--- src/rtl/rdc_ctrl_pkg.sv ---
// ---------------------------------------------------------------------------
// rdc_ctrl_pkg
//   Shared types and constants for the RDC quota controller.
//   - rdc_state_t  : controller state, 3-bit encoding visible on state_o
//   - TRIP_CNT_MAX : saturation value of the trip counter
//   - calc_idx_w() : width of a flattened core*events+event index
// ---------------------------------------------------------------------------
package rdc_ctrl_pkg;

    typedef enum logic [2:0] {
        ST_IDLE    = 3'd0,
        ST_ARM     = 3'd1,
        ST_RUN     = 3'd2,
        ST_TRIPPED = 3'd3,
        ST_CLEAR   = 3'd4
    } rdc_state_t;

    localparam int         TRIP_CNT_W   = 8;
    localparam logic [7:0] TRIP_CNT_MAX = 8'd255;

    // A single-entry map still needs a 1-bit index port.
    function automatic int calc_idx_w(input int n_cores, input int core_events);
        int n_entries;
        n_entries = n_cores * core_events;
        return (n_entries > 1) ? $clog2(n_entries) : 1;
    endfunction

endpackage

--- src/rtl/rdc_first_set.sv ---
// ---------------------------------------------------------------------------
// rdc_first_set
//   Combinational lowest-set-bit priority encoder.
//   Ports:
//     vec_i   [N-1:0]      input vector
//     idx_o   [IDX_W-1:0]  index of the lowest set bit (0 when vec_i == 0)
//     valid_o              at least one bit of vec_i is set
// ---------------------------------------------------------------------------
module rdc_first_set #(
    parameter int N     = 8,
    parameter int IDX_W = (N > 1) ? $clog2(N) : 1
) (
    input  logic [N-1:0]     vec_i,
    output logic [IDX_W-1:0] idx_o,
    output logic             valid_o
);

    // Scan from the top down so the last hit written is the lowest index.
    always_comb begin
        idx_o = '0;
        for (int i = N - 1; i >= 0; i--) begin
            if (vec_i[i]) begin
                idx_o = IDX_W'(i);
            end
        end
    end

    assign valid_o = |vec_i;

endmodule

--- src/rtl/rdc_quota_ctrl.sv ---
// ---------------------------------------------------------------------------
// rdc_quota_ctrl
//   Software-facing sequencer for one Request Duration Counter (RDC).
//   Holds the per-core/per-event weights, drives the RDC enable through an
//   IDLE/ARM/RUN/TRIPPED/CLEAR state machine, records the trip timestamp,
//   the trip count and the first offending event, and raises a level
//   interrupt while tripped.
//   Ports:
//     clk_i, rstn_i               clock, asynchronous active-low reset
//     cfg_we_i/addr_i/wdata_i     weight write (flattened core*CE+event)
//     cfg_err_o                   1-cycle pulse for a rejected write
//     cmd_start_i, cmd_stop_i     software start / stop pulses
//     irq_ack_i                   interrupt acknowledge pulse
//     interruption_rdc_i          RDC combined interrupt
//     interruption_vector_rdc_i   RDC sticky per-event vector [core][event]
//     rdc_enable_o                RDC enable
//     events_weights_o            weights to the RDC [core][event]
//     irq_o                       level interrupt (TRIPPED)
//     state_o                     current state encoding
//     first_valid_o, first_idx_o  lowest offending flattened index
//     trip_time_o                 RUN cycles elapsed at the trip
//     trip_count_o                trips since the last start, saturating
// ---------------------------------------------------------------------------
module rdc_quota_ctrl
    import rdc_ctrl_pkg::*;
#(
    parameter int N_CORES       = 2,
    parameter int CORE_EVENTS   = 4,
    parameter int WEIGHTS_WIDTH = 8,
    parameter int TS_WIDTH      = 32,
    parameter int IDX_W         = calc_idx_w(N_CORES, CORE_EVENTS)
) (
    input  logic                                                clk_i,
    input  logic                                                rstn_i,
    input  logic                                                cfg_we_i,
    input  logic [IDX_W-1:0]                                    cfg_addr_i,
    input  logic [WEIGHTS_WIDTH-1:0]                            cfg_wdata_i,
    output logic                                                cfg_err_o,
    input  logic                                                cmd_start_i,
    input  logic                                                cmd_stop_i,
    input  logic                                                irq_ack_i,
    input  logic                                                interruption_rdc_i,
    input  logic [N_CORES-1:0][CORE_EVENTS-1:0]                 interruption_vector_rdc_i,
    output logic                                                rdc_enable_o,
    output logic [N_CORES-1:0][CORE_EVENTS-1:0][WEIGHTS_WIDTH-1:0] events_weights_o,
    output logic                                                irq_o,
    output logic [2:0]                                          state_o,
    output logic                                                first_valid_o,
    output logic [IDX_W-1:0]                                    first_idx_o,
    output logic [TS_WIDTH-1:0]                                 trip_time_o,
    output logic [TRIP_CNT_W-1:0]                               trip_count_o
);

    localparam int N_ENTRIES = N_CORES * CORE_EVENTS;

    rdc_state_t                                state_reg;
    rdc_state_t                                state_next;

    logic [N_ENTRIES-1:0][WEIGHTS_WIDTH-1:0]  weights_reg;
    logic [N_ENTRIES-1:0]                     wr_sel;
    logic                                     addr_in_range;
    logic                                     wr_accept;
    logic                                     cfg_err_reg;

    logic [TS_WIDTH-1:0]                      ts_reg;
    logic [TS_WIDTH-1:0]                      trip_time_reg;
    logic [TRIP_CNT_W-1:0]                    trip_count_reg;
    logic                                     first_valid_reg;
    logic [IDX_W-1:0]                         first_idx_reg;

    logic [N_ENTRIES-1:0]                     vec_flat;
    logic [IDX_W-1:0]                         lowest_idx;
    logic                                     lowest_valid;

    logic                                     start_accept;
    logic                                     trip_entry;
    logic                                     capture_first;

    // -----------------------------------------------------------------------
    // State machine
    // -----------------------------------------------------------------------
    always_ff @(posedge clk_i or negedge rstn_i) begin
        if (!rstn_i) begin
            state_reg <= ST_IDLE;
        end else begin
            state_reg <= state_next;
        end
    end

    // Stop always wins; start is only meaningful in IDLE and ack only in
    // TRIPPED, so they are simply not looked at elsewhere.
    always_comb begin
        state_next = state_reg;
        case (state_reg)
            ST_IDLE: begin
                if (cmd_start_i && !cmd_stop_i) begin
                    state_next = ST_ARM;
                end
            end
            ST_ARM: begin
                state_next = cmd_stop_i ? ST_IDLE : ST_RUN;
            end
            ST_RUN: begin
                if (cmd_stop_i) begin
                    state_next = ST_IDLE;
                end else if (interruption_rdc_i) begin
                    state_next = ST_TRIPPED;
                end
            end
            ST_TRIPPED: begin
                if (cmd_stop_i) begin
                    state_next = ST_IDLE;
                end else if (irq_ack_i) begin
                    state_next = ST_CLEAR;
                end
            end
            ST_CLEAR: begin
                state_next = cmd_stop_i ? ST_IDLE : ST_RUN;
            end
            default: begin
                state_next = ST_IDLE;
            end
        endcase
    end

    assign start_accept = (state_reg == ST_IDLE) && (state_next == ST_ARM);
    assign trip_entry   = (state_reg == ST_RUN)  && (state_next == ST_TRIPPED);

    // -----------------------------------------------------------------------
    // Weight registers
    // -----------------------------------------------------------------------
    // With a power-of-two map every encodable address is a real entry.
    generate
        if (N_ENTRIES == (1 << IDX_W)) begin : g_full_range
            assign addr_in_range = 1'b1;
        end else begin : g_partial_range
            assign addr_in_range = (int'(cfg_addr_i) < N_ENTRIES);
        end
    endgenerate

    assign wr_accept = cfg_we_i && (state_reg == ST_IDLE) && addr_in_range;

    genvar gi;
    generate
        for (gi = 0; gi < N_ENTRIES; gi++) begin : g_wr_sel
            assign wr_sel[gi] = wr_accept && (cfg_addr_i == IDX_W'(gi));
        end
    endgenerate

    always_ff @(posedge clk_i or negedge rstn_i) begin
        if (!rstn_i) begin
            weights_reg <= '1;
            cfg_err_reg <= 1'b0;
        end else begin
            for (int i = 0; i < N_ENTRIES; i++) begin
                if (wr_sel[i]) begin
                    weights_reg[i] <= cfg_wdata_i;
                end
            end
            cfg_err_reg <= cfg_we_i && !wr_accept;
        end
    end

    // -----------------------------------------------------------------------
    // Timestamp, trip bookkeeping and first-offender capture
    // -----------------------------------------------------------------------
    // ARM and CLEAR are the one-cycle windows where the RDC is flushed, so
    // the run-time base restarts there.
    always_ff @(posedge clk_i or negedge rstn_i) begin
        if (!rstn_i) begin
            ts_reg <= '0;
        end else begin
            case (state_reg)
                ST_ARM, ST_CLEAR: ts_reg <= '0;
                ST_RUN: begin
                    if (ts_reg != '1) begin
                        ts_reg <= ts_reg + TS_WIDTH'(1);
                    end
                end
                default: ts_reg <= ts_reg;
            endcase
        end
    end

    generate
        for (gi = 0; gi < N_CORES; gi++) begin : g_vec_flat
            assign vec_flat[gi*CORE_EVENTS +: CORE_EVENTS] = interruption_vector_rdc_i[gi];
        end
    endgenerate

    rdc_first_set #(
        .N     (N_ENTRIES),
        .IDX_W (IDX_W)
    ) u_first_set (
        .vec_i   (vec_flat),
        .idx_o   (lowest_idx),
        .valid_o (lowest_valid)
    );

    // The sticky vector trails the combined interrupt by one cycle, so the
    // capture is armed for the whole TRIPPED stay and fires once.
    assign capture_first = (state_reg == ST_TRIPPED) && lowest_valid && !first_valid_reg;

    always_ff @(posedge clk_i or negedge rstn_i) begin
        if (!rstn_i) begin
            trip_time_reg   <= '0;
            trip_count_reg  <= '0;
            first_valid_reg <= 1'b0;
            first_idx_reg   <= '0;
        end else begin
            if (start_accept) begin
                trip_time_reg   <= '0;
                trip_count_reg  <= '0;
                first_valid_reg <= 1'b0;
            end else if (trip_entry) begin
                trip_time_reg   <= ts_reg;
                first_valid_reg <= 1'b0;
                if (trip_count_reg != TRIP_CNT_MAX) begin
                    trip_count_reg <= trip_count_reg + TRIP_CNT_W'(1);
                end
            end else if (capture_first) begin
                first_idx_reg   <= lowest_idx;
                first_valid_reg <= 1'b1;
            end
        end
    end

    // -----------------------------------------------------------------------
    // Outputs
    // -----------------------------------------------------------------------
    // Enable stays high in TRIPPED so the RDC keeps its sticky state for
    // software to inspect.
    assign rdc_enable_o     = (state_reg == ST_RUN) || (state_reg == ST_TRIPPED);
    assign irq_o            = (state_reg == ST_TRIPPED);
    assign state_o          = state_reg;
    assign cfg_err_o        = cfg_err_reg;
    assign events_weights_o = weights_reg;
    assign first_valid_o    = first_valid_reg;
    assign first_idx_o      = first_idx_reg;
    assign trip_time_o      = trip_time_reg;
    assign trip_count_o     = trip_count_reg;

endmodule

--- config.mk ---
export PLATFORM = sky130hd
export DESIGN_NAME = rdc_quota_ctrl
export DESIGN_NICKNAME = d
export VERILOG_FILES = /design/src/rtl/rdc_ctrl_pkg.sv /design/src/rtl/rdc_first_set.sv /design/src/rtl/rdc_quota_ctrl.sv
export SDC_FILE = /design/constraint.sdc
export NUM_CORES = 1
export LEC_CHECK = 0
export CAP_MARGIN = 20
export CORE_AREA = 3 3 121 123
export CTS_BUF_LIST = sky130_fd_sc_hd__clkbuf_16
export CTS_CLUSTER_SIZE = 30
export DETAILED_ROUTE_END_ITERATION = 16
export DIE_AREA = 0 0 124 126
export GPL_TIMING_DRIVEN = 0
export PLACE_DENSITY = 0.83
export REMOVE_ABC_BUFFERS = 1
export SETUP_SLACK_MARGIN = 0.2
export SLEW_MARGIN = 25
export SYNTH_ARGS = -nofsm -noshare
export SYNTH_HDL_FRONTEND = slang
export SYNTH_SLANG_ARGS = --single-unit
--- constraint.sdc ---
create_clock -name clk_i -period 2.1 [get_ports clk_i]
set_input_delay 0.42 -clock clk_i [delete_from_list [all_inputs] [get_ports clk_i]]
set_output_delay 0.42 -clock clk_i [all_outputs]
set_load 0.005 [all_outputs]
==> summary.md, run 1 <==
| Metric | Value |
|---|---|
| Io pins | `140` |
| Non-filler instance count after layout | `895` |
| Tot Pwr | `0.00858 W` |
| Layout cell share with drive strength beyond 1 | `0.399` |
| Crit share post-route | `0.988` |
| Adder-Cell Fraction of Synth Area | `0.00399` |
| Nets | `730` |
| Total CTS buffers | `17` |
| Worst-path clk slew | `0.06 ns` |
| Multiplexer area fraction after synthesis | `0.120` |
| Routed wire length | `18,300 um` |
| Setup CP Type | `reg2reg` |
| Worst path top cell family by delay | `simple AND/OR/NAND/NOR gates` |
| Max FFs per register | `64` |
| Core area | `0.0138 mm^2` |
| Final setup vio count | `0` |
| GRT Util Overall | `0.216` |
| Peak Freq | `482 MHz` |
| DRT Pass-1 Iters | `5` |
| Via density | `5.78` |
| Drt initial violations | `305` |
| Hold slack | `0.480 ns` |
| Seq cells post-synth | `144` |
| Status | `completed` |
| Global-route wire length before repair | `26,500 um` |
| Layout Skew | `0.0113 ns` |
| Clk sinks | `144` |
| RSZ-0062 raised after global routing | `yes` |
| Max_slew headroom | `0.612` |
| Clock insertion delay at the later pin of the skew report | `0.42 ns` |
| Via count | `5,174` |
| Largest net degree at the start of global routing | `80` |
| Post-synthesis simple-gate area fraction | `0.135` |
| DRC viols | `0` |
| Unique masters post-synth | `51` |
| Endpoint class of the critical path | `flop` |
| Pin slew with the least headroom to its limit | `0.583 ns` |
| Initial Utilization | `0.455` |
| Final slew viol count | `0` |
| Port Buf Inserts | `139` |
| Critical path's slowest cell | `or4_4` |
| GP Congestion | `0.797` |
| Cell Pwr Density | `899 mW/mm^2` |
| Seq/Total Area, Yosys | `0.588` |
| Crit path buffers/inverters | `0` |
| Largest fanout on the critical path | `8` |
| Clock Root Buffer | `clkbuf_16` |
| Placed wire-length estimate | `11,000 um` |
| Row cnt | `43` |
| Synthesis-to-finish area growth | `52.5%` |
| Asr flop ratio synth | `1.00` |
| Mean Syn Cell Area | `12.4 um^2` |
| N_diodes | `0` |
| DIE AREA | `0.0156 mm^2` |
| Setup crit start kind | `flop` |
| Hold crit path type | `reg2reg` |
| Die width | `124 um` |
| Placed Instances | `806` |
| EDFF count, synth | `0` |
| Synth Area in Compound Gates | `0.116` |
| VDD IR-drop max | `0.664 mV` |
| Die H | `126 um` |
| Final Hold Fails | `0` |
| Post-route cell area | `0.00955 mm^2` |
| CP max stage delay | `0.53 ns` |
| H-tree depth | `4` |
| CP Cell Sequence | `and4_4 -> nand4_4 -> or3_4 -> or4_4 -> a21oi_2` |
| Most frequent cells in the layout | `clkdlybuf4s50_1 (89), dfrtp_1 (69), dfstp_2 (64)` |
| Placed cell area | `0.00789 mm^2` |
| CTS tree | `done` |
| Max-cap viol count | `0` |
| Top FF cell, synth | `dfrtp_1` |
| Leakage power | `4.41 nW` |
| Main combinational cell family by area after synthesis | `simple AND/OR/NAND/NOR gates` |
| Yosys warns | `0` |
| Vias in the first global route | `5,190` |
| Post-Synthesis Cells | `504` |
| Synth Area in XOR/XNOR | `0.0182` |
| Initial antenna violation count | `0` |
| Critical Path RT | `2.45 ns` |
| Final ANT Viol Nets | `0` |
| Post-Route Setup TNS | `0 ns` |
| Synthesized cell area | `0.00627 mm^2` |
| Minimum clock period after layout | `2.07 ns` |
| CP arrival | `2.42 ns` |
| Gr ovfl total | `0` |
| Commonest non-fill, non-tap cell in the layout | `clkdlybuf4s50_1` |
| Clock buffer depth | `2` |
| Post-DR wirelength/cell | `20.5 um` |
[power breakdown]
part | switching (W) | total (W) | leakage, nW | internal [W]
clock | 0.00113 | 0.00290 | 0.294 | 0.00177
combinational | 0.000689 | 0.00192 | 2.35 | 0.00123
sequential | 0.000289 | 0.00376 | 1.76 | 0.00347
total | 0.00211 | 0.00858 | 4.41 | 0.00647
[layer usage]
layer,GRT usage,vias up,share of wire
li1,-,2280,-
met1,0.257,2618,0.40
met2,0.363,227,0.50
met3,0.0579,49,0.072
met4,0.0954,0,0.032
met5,0,-,0
[stage by stage]
| step | utilization | worst slack (ns) |
|---|---|---|
| after floorplan | - | -2.18 |
| after global placement | 0.565 | -4.69 |
| after detailed placement | 0.573 | -0.531 |
| after CTS | 0.645 | 0.0311 |
| after global routing | 0.694 | -0.0131 |
| final | 0.694 | 0.0253 |
[logic make-up (layout without fill, tap and decap cells)]
logic type,Yosys count,in the layout
adders and majority gates,2,2
muxes,67,67
AOI/OAI and AO/OA,102,102
buffers and inverters,29,240
DFF,144,144
and+or+nand+nor,147,147
xor gates and xnor gates,13,13
[cell usage after synthesis (4+ instances only)]
master | number | share of area
o211ai_1 | 5 | 0.0060
dfstp_2 | 64 | 0.27
dfrtp_1 | 80 | 0.32
a22o_1 | 31 | 0.043
or4_1 | 4 | 0.0048
nor4_1 | 5 | 0.0050
nor3b_1 | 5 | 0.0060
and3_1 | 8 | 0.0080
nor2b_1 | 4 | 0.0040
xnor2_1 | 9 | 0.013
nor3_1 | 11 | 0.0088
and4_1 | 8 | 0.011
mux2_2 | 64 | 0.12
buf_2 | 4 | 0.0032
clkbuf_1 | 17 | 0.010
or3_1 | 13 | 0.013
nor2_1 | 23 | 0.014
inv_1 | 6 | 0.0036
a21oi_1 | 22 | 0.018
o31ai_1 | 10 | 0.012
nand3_1 | 18 | 0.014
o21ai_0 | 17 | 0.014
nand4_1 | 7 | 0.0070
nand3b_1 | 5 | 0.0060
xor2_1 | 4 | 0.0056
nand2_1 | 23 | 0.014
[final timing paths]
path	slack, ns	endpoint	startpoint	cells after the start
min reg2reg	0.48	first_idx_o[2]	first_idx_o[2]	1
min in group asynchronous	0.63	cfg_err_o	rstn_i	2
max reg2reg	0.03	ts_reg[31]	ts_reg[8]	5
min	0.48	first_idx_o[2]	first_idx_o[2]	1
max in group asynchronous	0.77	ts_reg[25]	rstn_i	3
max	0.03	ts_reg[31]	ts_reg[8]	5
[what timing repair did]
item                       CTS  global route
setup endpoints to repair  149           168
hold buffers                 1             0
hold endpoints to repair     8             0
pin swaps                   14            20
buffers inserted            32            24
gates resized for setup     48           143
[cell type report]
| type | instances | area (um^2) |
|---|---|---|
| inverters | 6 | 22.5 |
| well taps | 180 | 225 |
| clock inverters | 11 | 58.8 |
| repair buffers | 202 | 2110 |
| clock buffers | 21 | 526 |
| fillers | 890 | 4220 |
| multi-input cells | 331 | 2910 |
| flip-flops and latches | 144 | 3700 |
Power figures use the tool's default switching activity.
==> run 2: changes to the inputs <==
Settings changed: ABC_CLOCK_PERIOD_IN_PS from default to 2100, CAP_MARGIN 20 to 15.
==> results of run 2 <==
Same layout as run 1: the final DEF is identical, and so are final timing and power.
==> run 3: changes to the inputs <==
Settings changed: REMOVE_ABC_BUFFERS 1 to default.
==> run 3 against run 2 <==
The run now ends with setup timing left. Non-clock buffer count up 29. Routed wire length up 11%. Combinational power up 7%. First-iteration DRC count up 49%. Via count up 4.8%. Sequential power about the same. Power up 3.9%.
==> summary.md, run 3 (synthesis gave the netlist of run 1 again) <==
| Metric | Value |
|---|---|
| Worst path top cell family by delay | `buffers and inverters` |
| Endpoint class of the critical path | `flop` |
| Via density | `5.86 (+1.3%)` |
| Placed cell area | `0.00798 mm^2 (+1.1%)` |
| Final setup vio count | `20 (+20)` |
| Setup CP Type | `reg2reg` |
| Tot Pwr | `0.00892 W (+3.9%)` |
| Routed wire length | `20,300 um (+11%)` |
| Die H | `126 um (unchanged)` |
| Max-cap viol count | `0 (unchanged)` |
| Status | `finished with violations` |
| Final slew viol count | `0 (unchanged)` |
| Layout Skew | `0.0128 ns (+0.00153 ns)` |
| GP Congestion | `0.897 (+13%)` |
| Leakage power | `4.93 nW (+12%)` |
| Vias in the first global route | `5,535 (+6.6%)` |
| Final core occ | `0.736 (+0.0428)` |
| Clock insertion delay at the later pin of the skew report | `0.42 ns (about the same)` |
| Clock network power share | `0.346 (+0.008)` |
| Final worst-path setup slack | `-0.0433 ns (-0.0686 ns)` |
| Global-route wire length before repair | `30,100 um (+13%)` |
| Post-Route Setup TNS | `-0.567 ns (-0.567 ns)` |
| RSZ-0062 raised after global routing | `yes` |
| Most frequent cells in the layout | `dfrtp_1 (73), clkdlybuf4s50_1 (72), dfstp_2 (64)` |
| Io pins | `140 (unchanged)` |
| DRC viols | `0 (unchanged)` |
| Layout cell share with drive strength beyond 1 | `0.442 (+0.0438)` |
| Pin slew with the least headroom to its limit | `0.648 ns (+0.0652 ns)` |
| CP arrival | `2.49 ns (+0.07 ns)` |
| Commonest non-fill, non-tap cell in the layout | `dfrtp_1` |
| CP Cell Sequence | `buf_6 -> buf_6 -> buf_6 -> nor3_4 -> nand3b_1 -> buf_6 -> nor3b_4 -> buf_12 -> mux2_4` |
| Max FFs per register | `64 (unchanged)` |
| Row cnt | `43 (unchanged)` |
| Largest fanout on the critical path | `8 (unchanged)` |
| VDD IR-drop max | `0.447 mV (-33%)` |
| DIE AREA | `0.0156 mm^2 (unchanged)` |
| Total CTS buffers | `17 (unchanged)` |
| Crit share post-route | `1.02 (+0.0327)` |
| Critical path's slowest cell | `dfrtp_1` |
| Most used cell, CP | `buf_6` |
| Sw frac | `0.252 (+0.00634)` |
| Max_slew headroom | `0.563 (-0.0489)` |
| Minimum clock period after layout | `2.14 ns (+0.0686 ns)` |
| H-tree depth | `4 (unchanged)` |
| Switching pwr | `0.00225 W (+6.6%)` |
| Internal power | `0.00667 W (+3.1%)` |
| GRT Util Overall | `0.251 (+0.0353)` |
| Cell Pwr Density | `880 mW/mm^2 (-2.1%)` |
| Worst-path clk slew | `0.06 ns (about the same)` |
| N_diodes | `0 (unchanged)` |
| Synthesis-to-finish area growth | `61.9%` |
| Initial antenna violation count | `0 (unchanged)` |
| Post-route cell area | `0.0101 mm^2 (+6.2%)` |
| Final ANT Viol Nets | `0 (unchanged)` |
| Logic pwr share | `0.230 (+0.006)` |
| Clk sinks | `144 (unchanged)` |
| Via count | `5,422 (+4.8%)` |
| Hold crit path type | `reg2reg` |
| CP max stage delay | `0.40 ns (-0.13 ns)` |
| Placed wire-length estimate | `11,200 um (+1.7%)` |
| Port Buf Inserts | `137 (-1.4%)` |
| CTS tree | `done` |
| DRT Pass-1 Iters | `7 (+2)` |
| Net count after synthesis | `532` |
| Final Hold Fails | `0 (unchanged)` |
| Post-DR wirelength/cell | `22.0 um (+7.2%)` |
| Share of total power in sequential cells | `0.424 (-0.014)` |
| Crit path buffers/inverters | `5 (+5)` |
| Gr ovfl total | `0 (unchanged)` |
| Largest net degree at the start of global routing | `76 (-5.0%)` |
| Violated checks | `setup timing` |
| Peak Freq | `467 MHz (-3.2%)` |
| Initial Utilization | `0.455 (unchanged)` |
| Clock Root Buffer | `clkbuf_16` |
| Clock buffer depth | `2 (unchanged)` |
| Nets | `761 (+4.2%)` |
| Die width | `124 um (unchanged)` |
| Drt initial violations | `454 (+49%)` |
| Core area | `0.0138 mm^2 (unchanged)` |
| Critical Path RT | `2.45 ns (about the same)` |
| Setup crit start kind | `flop` |
[run 3: layer usage]
metal  GRT usage  wire length (um)  vias to the layer above
met2       0.420             10300                      296
li1            -                 -                     2346
met1       0.306              8040                     2722
met3      0.0588              1410                       58
met5           0                 0                        -
met4       0.115               543                        0
[run 3: stage by stage]
| stage | hold WS, ns | setup slack, ns | std cells |
|---|---|---|---|
| 2_1_floorplan | 0.124 | 0.172 | 504 |
| 3_5_place_dp | 0.407 | -0.566 | 822 |
| 5_1_grt | 0.505 | -0.113 | 926 |
| 3_3_place_gp | 0.463 | -4.69 | 821 |
| 6_report | 0.479 | -0.0433 | 926 |
| 4_1_cts | 0.485 | -0.0739 | 909 |
[run 3: power groups by stage]
stage | clock, W | combinational (W) | sequential [W]
floorplan | 0 | 0.000532 | 0.00376
global placement | 0 | 0.00160 | 0.00375
detailed placement | 0 | 0.00166 | 0.00379
CTS | 0.00311 | 0.00202 | 0.00376
global route | 0.00327 | 0.00218 | 0.00382
finish | 0.00309 | 0.00205 | 0.00378
[run 3: what timing repair did]
action | 4_1_cts | 5_1_grt
cloned | 4 | 1
pin swaps | 60 | 38
resized for setup | 163 | 132
buffers inserted | 50 | 16
hold buffers | 1 | 0
endpoints found under the hold margin | 9 | 0
setup endpoints to repair | 143 | 194
[run 3: final timing paths]
check / end / slack (ns) / cells past startpoint / start
worst min-delay path: first_idx_o[2] / 0.48 / 1 / first_idx_o[2]
worst min register to register: first_idx_o[2] / 0.48 / 1 / first_idx_o[2]
worst max register to register: events_weights_o[18] / -0.04 / 9 / state_o[0]
max in group asynchronous: ts_reg[26] / 0.80 / 3 / rstn_i
min in group asynchronous: cfg_err_o / 0.58 / 2 / rstn_i
worst max-delay path: events_weights_o[18] / -0.04 / 9 / state_o[0]
[run 3: area by class of cell]
type	instances	area, um^2
Timing Repair Buffer	208	2240
Tap cell	180	225
Inverter	6	22.5
Buffer	23	216
Multi-Input combinational cell	333	3140
Fill cell	820	3630
Sequential cell	144	3690
Clock inverter	13	133
Clock buffer	19	475
